[config.mk]
export PLATFORM = sky130hd
export DESIGN_NAME = ga_operand_collector
export DESIGN_NICKNAME = d
export VERILOG_FILES = /design/src/rtl/ga_pkg.sv /design/src/rtl/ga_mv_regfile.sv /design/src/rtl/ga_operand_collector.sv
export SDC_FILE = /design/constraint.sdc
export NUM_CORES = 1
export LEC_CHECK = 0
export BUFFER_PORTS_ARGS = -buffer_cell sky130_fd_sc_hd__buf_2
export CORE_AREA = 2 2 234 236
export CTS_CLUSTER_DIAMETER = 30
export CTS_CLUSTER_SIZE = 20
export DETAILED_ROUTE_END_ITERATION = 12
export DIE_AREA = 0 0 236 238
export PLACE_DENSITY = 0.69
export RECOVER_POWER = 100
export SLEW_MARGIN = 10
export SYNTH_ARGS = -nofsm -noshare
export SYNTH_HDL_FRONTEND = slang
export SYNTH_SLANG_ARGS = --single-unit
[constraint.sdc]
create_clock -name clk_i -period 1.83 [get_ports clk_i]
set_clock_uncertainty 0.1 [all_clocks]
set_input_delay 0.0915 -clock clk_i [delete_from_list [all_inputs] [get_ports clk_i]]
set_output_delay 0.0915 -clock clk_i [all_outputs]
set_load 0.05 [all_outputs]
[src/rtl/ga_pkg.sv]
// Shared GA types for the ALU datapath and its feeders.
//   ga_multivector_t : 8-component 3D multivector. Component 0 (scalar) sits
//                      in the LSBs, so it casts to/from [7:0][W-1:0] by index.
//   ga_funct_e       : ALU operation encoding. Codes 10..15 are undefined.
//   ga_col_state_e   : operand collector FSM states.
package ga_pkg;

  localparam int GA_DATA_W   = 32;
  localparam int GA_NUM_COMP = 8;

  localparam logic [2:0] GA_COMP_SCALAR = 3'd0;
  localparam logic [2:0] GA_COMP_X      = 3'd1;
  localparam logic [2:0] GA_COMP_Y      = 3'd2;
  localparam logic [2:0] GA_COMP_Z      = 3'd3;
  localparam logic [2:0] GA_COMP_XY     = 3'd4;
  localparam logic [2:0] GA_COMP_XZ     = 3'd5;
  localparam logic [2:0] GA_COMP_YZ     = 3'd6;
  localparam logic [2:0] GA_COMP_TRI    = 3'd7;

  // Declared MSB-first: trivector is the top slice, scalar the bottom.
  typedef struct packed {
    logic [GA_DATA_W-1:0] trivector;
    logic [GA_DATA_W-1:0] bivector_yz;
    logic [GA_DATA_W-1:0] bivector_xz;
    logic [GA_DATA_W-1:0] bivector_xy;
    logic [GA_DATA_W-1:0] vector_z;
    logic [GA_DATA_W-1:0] vector_y;
    logic [GA_DATA_W-1:0] vector_x;
    logic [GA_DATA_W-1:0] scalar;
  } ga_multivector_t;

  typedef enum logic [3:0] {
    GA_ADD     = 4'd0,
    GA_SUB     = 4'd1,
    GA_MUL     = 4'd2,
    GA_WEDGE   = 4'd3,
    GA_DOT     = 4'd4,
    GA_DUAL    = 4'd5,
    GA_REV     = 4'd6,
    GA_NORM    = 4'd7,
    GA_ROTATE  = 4'd8,
    GA_REFLECT = 4'd9
  } ga_funct_e;

  typedef enum logic [1:0] {
    COL_COLLECT = 2'd0,
    COL_ISSUE   = 2'd1,
    COL_HOLD    = 2'd2
  } ga_col_state_e;

  function automatic logic ga_funct_is_legal(input ga_funct_e f);
    logic ok;
    case (f)
      GA_ADD, GA_SUB, GA_MUL, GA_WEDGE, GA_DOT,
      GA_DUAL, GA_REV, GA_NORM, GA_ROTATE, GA_REFLECT: ok = 1'b1;
      default:                                         ok = 1'b0;
    endcase
    return ok;
  endfunction

endpackage

[src/rtl/ga_mv_regfile.sv]
// Two multivector operand registers (A = sel 0, B = sel 1) with a single
// component write port, a synchronous clear, and a per-component written mask.
//   clk_i, rst_ni : clock, async active-low reset
//   i_clear       : zero both operands and the mask (wins over i_we)
//   i_we          : write i_data into component i_idx of operand i_sel
//   o_a, o_b      : registered operands
//   o_mask        : written bits, [7:0] = A, [15:8] = B
module ga_mv_regfile
  import ga_pkg::*;
#(
  parameter int DataWidth = GA_DATA_W
) (
  input  logic                 clk_i,
  input  logic                 rst_ni,
  input  logic                 i_clear,
  input  logic                 i_we,
  input  logic                 i_sel,
  input  logic [2:0]           i_idx,
  input  logic [DataWidth-1:0] i_data,
  output ga_multivector_t      o_a,
  output ga_multivector_t      o_b,
  output logic [15:0]          o_mask
);

  logic [1:0][GA_NUM_COMP-1:0][DataWidth-1:0] r_mv;
  logic [1:0][GA_NUM_COMP-1:0]                r_mask;

  for (genvar g_op = 0; g_op < 2; g_op++) begin : g_opnd
    for (genvar g_c = 0; g_c < GA_NUM_COMP; g_c++) begin : g_comp
      logic w_hit;
      assign w_hit = i_we && (i_sel == 1'(g_op)) && (i_idx == 3'(g_c));

      always_ff @(posedge clk_i or negedge rst_ni) begin
        if (!rst_ni) begin
          r_mv[g_op][g_c]   <= '0;
          r_mask[g_op][g_c] <= 1'b0;
        end else if (i_clear) begin
          r_mv[g_op][g_c]   <= '0;
          r_mask[g_op][g_c] <= 1'b0;
        end else if (w_hit) begin
          r_mv[g_op][g_c]   <= i_data;
          r_mask[g_op][g_c] <= 1'b1;
        end
      end
    end
  end

  assign o_a    = ga_multivector_t'(r_mv[0]);
  assign o_b    = ga_multivector_t'(r_mv[1]);
  assign o_mask = r_mask;

endmodule

[src/rtl/ga_operand_collector.sv]
// Upstream feeder for the GA ALU. Collects operands A and B one component at
// a time, then issues a single operation per command over valid/ready and
// freezes everything for HoldCycles cycles after the handshake, so a fresh
// valid never lands while the ALU sits in its done state (ready high, valid
// ignored). Operands persist across issues so they can be reused.
//   wr_*        : component write port (sel, idx, data), ready = wr_ready_o
//   clear_i     : zero operands and mask; only honoured in COLLECT
//   op_*        : issue request; undefined op_i pulses illegal_op_o
//   operand_*_o, operation_o, alu_valid_o, alu_ready_i : ALU side
//   written_o   : written mask, issue_count_o : completed handshakes (wraps)
// DataWidth must equal GA_DATA_W (the shared multivector type is fixed).
module ga_operand_collector
  import ga_pkg::*;
#(
  parameter int DataWidth  = GA_DATA_W,
  parameter int HoldCycles = 2
) (
  input  logic                 clk_i,
  input  logic                 rst_ni,
  input  logic                 wr_valid_i,
  output logic                 wr_ready_o,
  input  logic                 wr_sel_i,
  input  logic [2:0]           wr_idx_i,
  input  logic [DataWidth-1:0] wr_data_i,
  input  logic                 clear_i,
  input  logic                 op_valid_i,
  input  ga_funct_e            op_i,
  output logic                 op_ready_o,
  output ga_multivector_t      operand_a_o,
  output ga_multivector_t      operand_b_o,
  output ga_funct_e            operation_o,
  output logic                 alu_valid_o,
  input  logic                 alu_ready_i,
  output logic [15:0]          written_o,
  output logic                 illegal_op_o,
  output logic [15:0]          issue_count_o
);

  ga_col_state_e r_state, w_state_nxt;
  logic [2:0]    r_hold_cnt;
  ga_funct_e     r_op;
  logic          r_illegal;
  logic [15:0]   r_issue_cnt;

  logic w_wr_ready, w_op_ready, w_alu_valid;
  logic w_clear, w_we, w_op_acc, w_legal, w_hs;

  assign w_legal = ga_funct_is_legal(op_i);

  always_comb begin
    w_state_nxt = r_state;
    w_wr_ready  = 1'b0;
    w_op_ready  = 1'b0;
    w_alu_valid = 1'b0;
    w_clear     = 1'b0;
    w_we        = 1'b0;
    w_op_acc    = 1'b0;
    w_hs        = 1'b0;
    case (r_state)
      COL_COLLECT: begin
        w_wr_ready = !clear_i;
        w_op_ready = !clear_i;
        w_clear    = clear_i;
        w_we       = wr_valid_i && !clear_i;
        w_op_acc   = op_valid_i && !clear_i;
        if (w_op_acc && w_legal) w_state_nxt = COL_ISSUE;
      end
      COL_ISSUE: begin
        w_alu_valid = 1'b1;
        if (alu_ready_i) begin
          w_hs        = 1'b1;
          w_state_nxt = COL_HOLD;
        end
      end
      COL_HOLD: begin
        if (r_hold_cnt <= 3'd1) w_state_nxt = COL_COLLECT;
      end
      default: w_state_nxt = COL_COLLECT;
    endcase
  end

  always_ff @(posedge clk_i or negedge rst_ni) begin
    if (!rst_ni) r_state <= COL_COLLECT;
    else         r_state <= w_state_nxt;
  end

  always_ff @(posedge clk_i or negedge rst_ni) begin
    if (!rst_ni) begin
      r_hold_cnt  <= '0;
      r_op        <= GA_ADD;
      r_illegal   <= 1'b0;
      r_issue_cnt <= '0;
    end else begin
      r_illegal <= w_op_acc && !w_legal;
      if (w_op_acc && w_legal) r_op <= op_i;
      if (w_hs) begin
        r_hold_cnt  <= 3'(HoldCycles);
        r_issue_cnt <= r_issue_cnt + 16'd1;
      end else if (r_state == COL_HOLD) begin
        r_hold_cnt <= r_hold_cnt - 3'd1;
      end
    end
  end

  // A write accepted in the same cycle as an op lands on the same edge the
  // FSM enters ISSUE, so it is part of the issued operands.
  ga_mv_regfile #(
    .DataWidth(DataWidth)
  ) u_regfile (
    .clk_i  (clk_i),
    .rst_ni (rst_ni),
    .i_clear(w_clear),
    .i_we   (w_we),
    .i_sel  (wr_sel_i),
    .i_idx  (wr_idx_i),
    .i_data (wr_data_i),
    .o_a    (operand_a_o),
    .o_b    (operand_b_o),
    .o_mask (written_o)
  );

  assign wr_ready_o    = w_wr_ready;
  assign op_ready_o    = w_op_ready;
  assign alu_valid_o   = w_alu_valid;
  assign operation_o   = r_op;
  assign illegal_op_o  = r_illegal;
  assign issue_count_o = r_issue_cnt;

endmodule

==> metrics.log <==
INFO  metric clk_pin_slew_worst_paths = 0.05 ns
INFO  metric pin_count = roughly 600
INFO  metric first_global_vias = between 15000 and 20000
INFO  metric most_common_cell_after_layout_fill_and_taps_aside = sky130_fd_sc_hd__buf_2
INFO  metric power.density = about 1400 nW/um^2
INFO  metric synth_enable_flop_cells = 0
INFO  metric slew_violations = 7
INFO  metric hold_path_end = u_regfile.o_a[27]$_DFFE_PN0P_
INFO  metric setup.worst_path.end_class = register
INFO  metric placement.cell_area = roughly 26000 sq um
INFO  metric synth.cell_area = 20800 sq um
INFO  metric rr_worst_depth = 7
INFO  metric cellLeakagePower = roughly 16 nW
INFO  metric postSynthNetCount = 2010
INFO  metric layout-area-overhead-vs-synth = 48.0%
INFO  metric worstPathBufferInverterCount = 3
INFO  metric critical_path_class = register to register
INFO  metric worstReg2RegStart = r_state[0]$_DFFE_PN0P_
INFO  metric power.share.clock = 0.506
INFO  metric seq_cells_post_synth = 554
INFO  metric worstMarginPinSlew = 1.76 ns
INFO  metric fp.dieH = 238 microns
INFO  metric ant_nets = 0
INFO  metric post-route-worst-setup-slack = -0.0976 ns
INFO  metric htree_num_levels = 3
INFO  metric detailedPlace.worstSlack = -0.0362 ns
INFO  metric whs_path_depth = 5
INFO  metric slowest_stage = sky130_fd_sc_hd__dfrtp_2
INFO  metric critical_path_peak_fanout = 65
INFO  metric timing.critical_path.slowest_cell_delay = approximately 0.43 ns
INFO  metric grt_remaining_overflow = 0
INFO  metric most-common-layout-cells = sky130_fd_sc_hd__buf_2 (596), sky130_fd_sc_hd__dfrtp_1 (552), sky130_fd_sc_hd__nand3_1 (481)
INFO  metric leading_register_cell_type_out_of_synthesis = sky130_fd_sc_hd__dfrtp_1
INFO  metric cap_violations = 1
INFO  metric placement_rows = 85
INFO  metric finalWeightedCongestion = 0.865
INFO  metric dr.first_iter.drc_count = 1494
INFO  metric hp-start = wr_idx_i[1]
INFO  metric final_min_period_over_clock_period = 1.05
INFO  metric cts-root-buf = sky130_fd_sc_hd__clkbuf_16
INFO  metric drcViolationCount = 0
INFO  metric share_seq_of_total_power = 0.312
INFO  metric antenna_found_initial = 6
INFO  metric arrival = 2.34 ns
INFO  metric route.detailed.vias_per_inst = 5.68
INFO  metric switching_power = 12.9 mW
INFO  metric p_int = 29.1 mW
INFO  metric reg2reg_slack = -0.1 ns
INFO  metric synth_top_area_frac = 0.665
INFO  metric first_pass_grt_wire_length = 118000 microns
INFO  metric timing.critical_path.from_type = register
INFO  metric ctsLongestPathBuffers = 3
INFO  metric synth_cells = 1961
INFO  metric syn_area_per_cell = 10.6 sq um
INFO  metric worst_case_hold_slack = roughly 0.056 ns
INFO  metric num-fill-cells = around 4300
INFO  metric final_net_count = 2696
INFO  metric synth.distinct_cells = 31
INFO  metric routedWlPerCell = between 20 and 25 microns
INFO  metric asyncSetResetFlopFracSynth = 1.00
INFO  metric report.final.hold_viol_count = 0
INFO  metric port_buffers = 597
INFO  metric worst_slew_margin_rel = -0.174
INFO  metric sinks_on_the_clock_net = 554
INFO  metric synth.area.top_cells = sky130_fd_sc_hd__dfrtp_1 (67%), sky130_fd_sc_hd__nand3_1 (12%), sky130_fd_sc_hd__o21ai_1 (7.5%)
INFO  metric hold_path_class = input port to register
INFO  metric number_of_setup_violations_in_the_final_report = around 220
INFO  metric global_route.usage.total = 0.276
INFO  metric cp_cell_sequence = nor4b_4 -> buf_4 -> clkbuf_16 -> nand4_1 -> buf_12 -> nand3_1 -> o21ai_1
INFO  metric violated_checks = max-capacitance violations, max-slew violations, negative setup slack
INFO  metric reg2reg_to = u_regfile.o_b[50]$_DFFE_PN0P_
INFO  metric path_delay_family = buffers and inverters
INFO  metric design.core.area = 53500 sq um
INFO  metric cts_tree = yes
INFO  metric power.ir.vdd_worst = 0.806 mV
INFO  metric cp_data_required_time = approximately 2.2 ns
INFO  metric firstDrtPassIters = 5
INFO  metric clkLatencyLatePin = around 0.64 ns
INFO  metric start_util = 0.390
INFO  metric finalInstanceArea = between 30000 and 40000 sq um
INFO  metric die_width = ~240 microns
INFO  metric setup_repair_after_global_routing_missed_its_margin = true
INFO  metric combinationalPowerShare = 0.183
INFO  metric dr_total_vias = around 20000
INFO  metric total_clock_buffers_created_by_cts = 110
INFO  metric finalWorstPathRequiredPeriod = 1.93 ns
INFO  metric dp_hpwl = 51500 microns
INFO  metric finish.utilization = 0.577
INFO  metric layout-drive-gt1-share = 0.367
INFO  metric fmax = 519 MHz
INFO  metric die_area = 56200 sq um
INFO  metric largest_net_degree_at_the_start_of_global_routing = 73
INFO  metric yosysWarningCount = 0
INFO  metric synth.largest_area_cell = sky130_fd_sc_hd__dfrtp_1
INFO  metric synth_seq_area_share = 0.665
INFO  metric routed_wirelength = approximately 83000 microns
INFO  metric run_status = finished, violations left
INFO  metric switching_power_as_a_share_of_total_power = 0.307
## routing by layer
metal  GRT usage  routed length (microns)  vias to the layer above
met5           0                        0                        -
met4       0.164                     4440                        0
li1            -                        -                     8383
met3      0.0654                     7520                      258
met2       0.441                    39500                     1137
met1       0.343                    31500                     9780
## power by group through the flow
stage / Clock [mW] / Sequential [mW] / Combinational (mW)
finish: 21.2 / 13.1 / 7.67
global route: 22.1 / 13.1 / 7.98
CTS: 21.4 / 13.1 / 7.43
detailed placement: 0 / 13.3 / 7.25
global placement: 0 / 13.2 / 7.15
floorplan: 0 / 14.7 / 2.37
## stage by stage
step	cells	total power, mW	TNS [ns]
floorplan	1961	17.1	0
global placement	3160	20.4	-0.426
detailed placement	3160	20.5	-0.465
CTS	3416	41.9	-0.332
global route	3443	43.3	-28.08
finish	3443	42.0	-5.91
## cell families (layout without fill, tap and decap cells)
group / after synthesis / in the layout / synth area share
AO/OA/AOI/OAI: 538 / 538 / 0.130
XOR/XNOR: 15 / 15 / 0.00630
adder cells (fa/ha/maj): 3 / 3 / 0.00180
buffers and inverters: 233 / 1014 / 0.0463
flip-flops: 554 / 554 / 0.665
multiplexers: 4 / 4 / 0.00216
other: 0 / 5 / 0
AND/OR/NAND/NOR: 614 / 614 / 0.148
## registers in the layout (all words and copies together) (netlist names)
| signal | count |
|---|---|
| u_regfile.o_b | 256 |
| u_regfile.o_mask | 16 |
| r_hold_cnt | 3 |
| issue_count_o | 16 |
| r_state | 2 |
| u_regfile.o_a | 256 |
| illegal_op_o | 1 |
| operation_o | 4 |
## how the worst max path moves through the flow
stage / endpoint / depth (start not counted) / from / slack [ns]
6_report: u_regfile.o_b[50]$_DFFE_PN0P_ / 7 / r_state[0]$_DFFE_PN0P_ / -0.1
5_1_grt: u_regfile.o_b[229]$_DFFE_PN0P_ / 8 / r_state[0]$_DFFE_PN0P_ / -0.13
3_5_place_dp: u_regfile.o_b[198]$_DFFE_PN0P_ / 6 / r_state[0]$_DFFE_PN0P_ / -0.04
4_1_cts: wr_ready_o / 3 / r_state[1]$_DFFE_PN0P_ / -0.04
2_1_floorplan: u_regfile.o_a[218]$_DFFE_PN0P_ / 7 / r_state[0]$_DFFE_PN0P_ / 0.001
3_3_place_gp: u_regfile.o_b[196]$_DFFE_PN0P_ / 6 / r_state[0]$_DFFE_PN0P_ / -0.03
## Yosys cell counts, types with 2 or more instances
cell type	number
sky130_fd_sc_hd__nand2_1	45
sky130_fd_sc_hd__nor2b_1	6
sky130_fd_sc_hd__o21ai_0	201
sky130_fd_sc_hd__nand3_1	518
sky130_fd_sc_hd__dfrtp_1	554
sky130_fd_sc_hd__nor2_1	14
sky130_fd_sc_hd__inv_1	21
sky130_fd_sc_hd__clkbuf_1	102
sky130_fd_sc_hd__and2_1	2
sky130_fd_sc_hd__xor2_1	6
sky130_fd_sc_hd__nand4b_1	8
sky130_fd_sc_hd__buf_2	67
sky130_fd_sc_hd__mux2_2	4
sky130_fd_sc_hd__nand4_1	10
sky130_fd_sc_hd__nor3_1	4
sky130_fd_sc_hd__xnor2_1	9
sky130_fd_sc_hd__ha_1	3
sky130_fd_sc_hd__buf_1	41
sky130_fd_sc_hd__o21ai_1	314
sky130_fd_sc_hd__a21oi_1	19
sky130_fd_sc_hd__nand4bb_1	2
sky130_fd_sc_hd__buf_4	2
## cell type report
cell class | count | area [sq um] | share of cell area
timing repair buffer | 786 | 5670 | 0.184
tap | 696 | 871 | 0.0282
clock buffer | 136 | 3020 | 0.0980
antenna | 5 | 12.5 | 0.000406
inverter | 21 | 78.8 | 0.00256
multi-input combinational | 1174 | 6340 | 0.206
sequential | 554 | 13900 | 0.450
clock inverter | 71 | 978 | 0.0317
## timing repair
| item | CTS | global route |
|---|---|---|
| pin swaps | 3 | 16 |
| hold buffers | 45 | 0 |
| hold endpoints to repair | 1082 | 0 |
| endpoints found under the setup margin | 51 | 415 |
| cloned | 1 | 13 |
| buffers inserted | 3 | 9 |
| gates resized for setup | 21 | 86 |
## worst reg2reg max path: cells and delay by family, from the launching register on
| kind | cells | cell delay, ns |
|---|---|---|
| AND/OR/NAND/NOR | 3 | 0.61 |
| buffers and inverters | 3 | 0.59 |
| AO/OA/AOI/OAI | 1 | 0.09 |
| flip-flops | 1 | 0.43 |
Note: power is estimated with default switching activity, not from simulation.
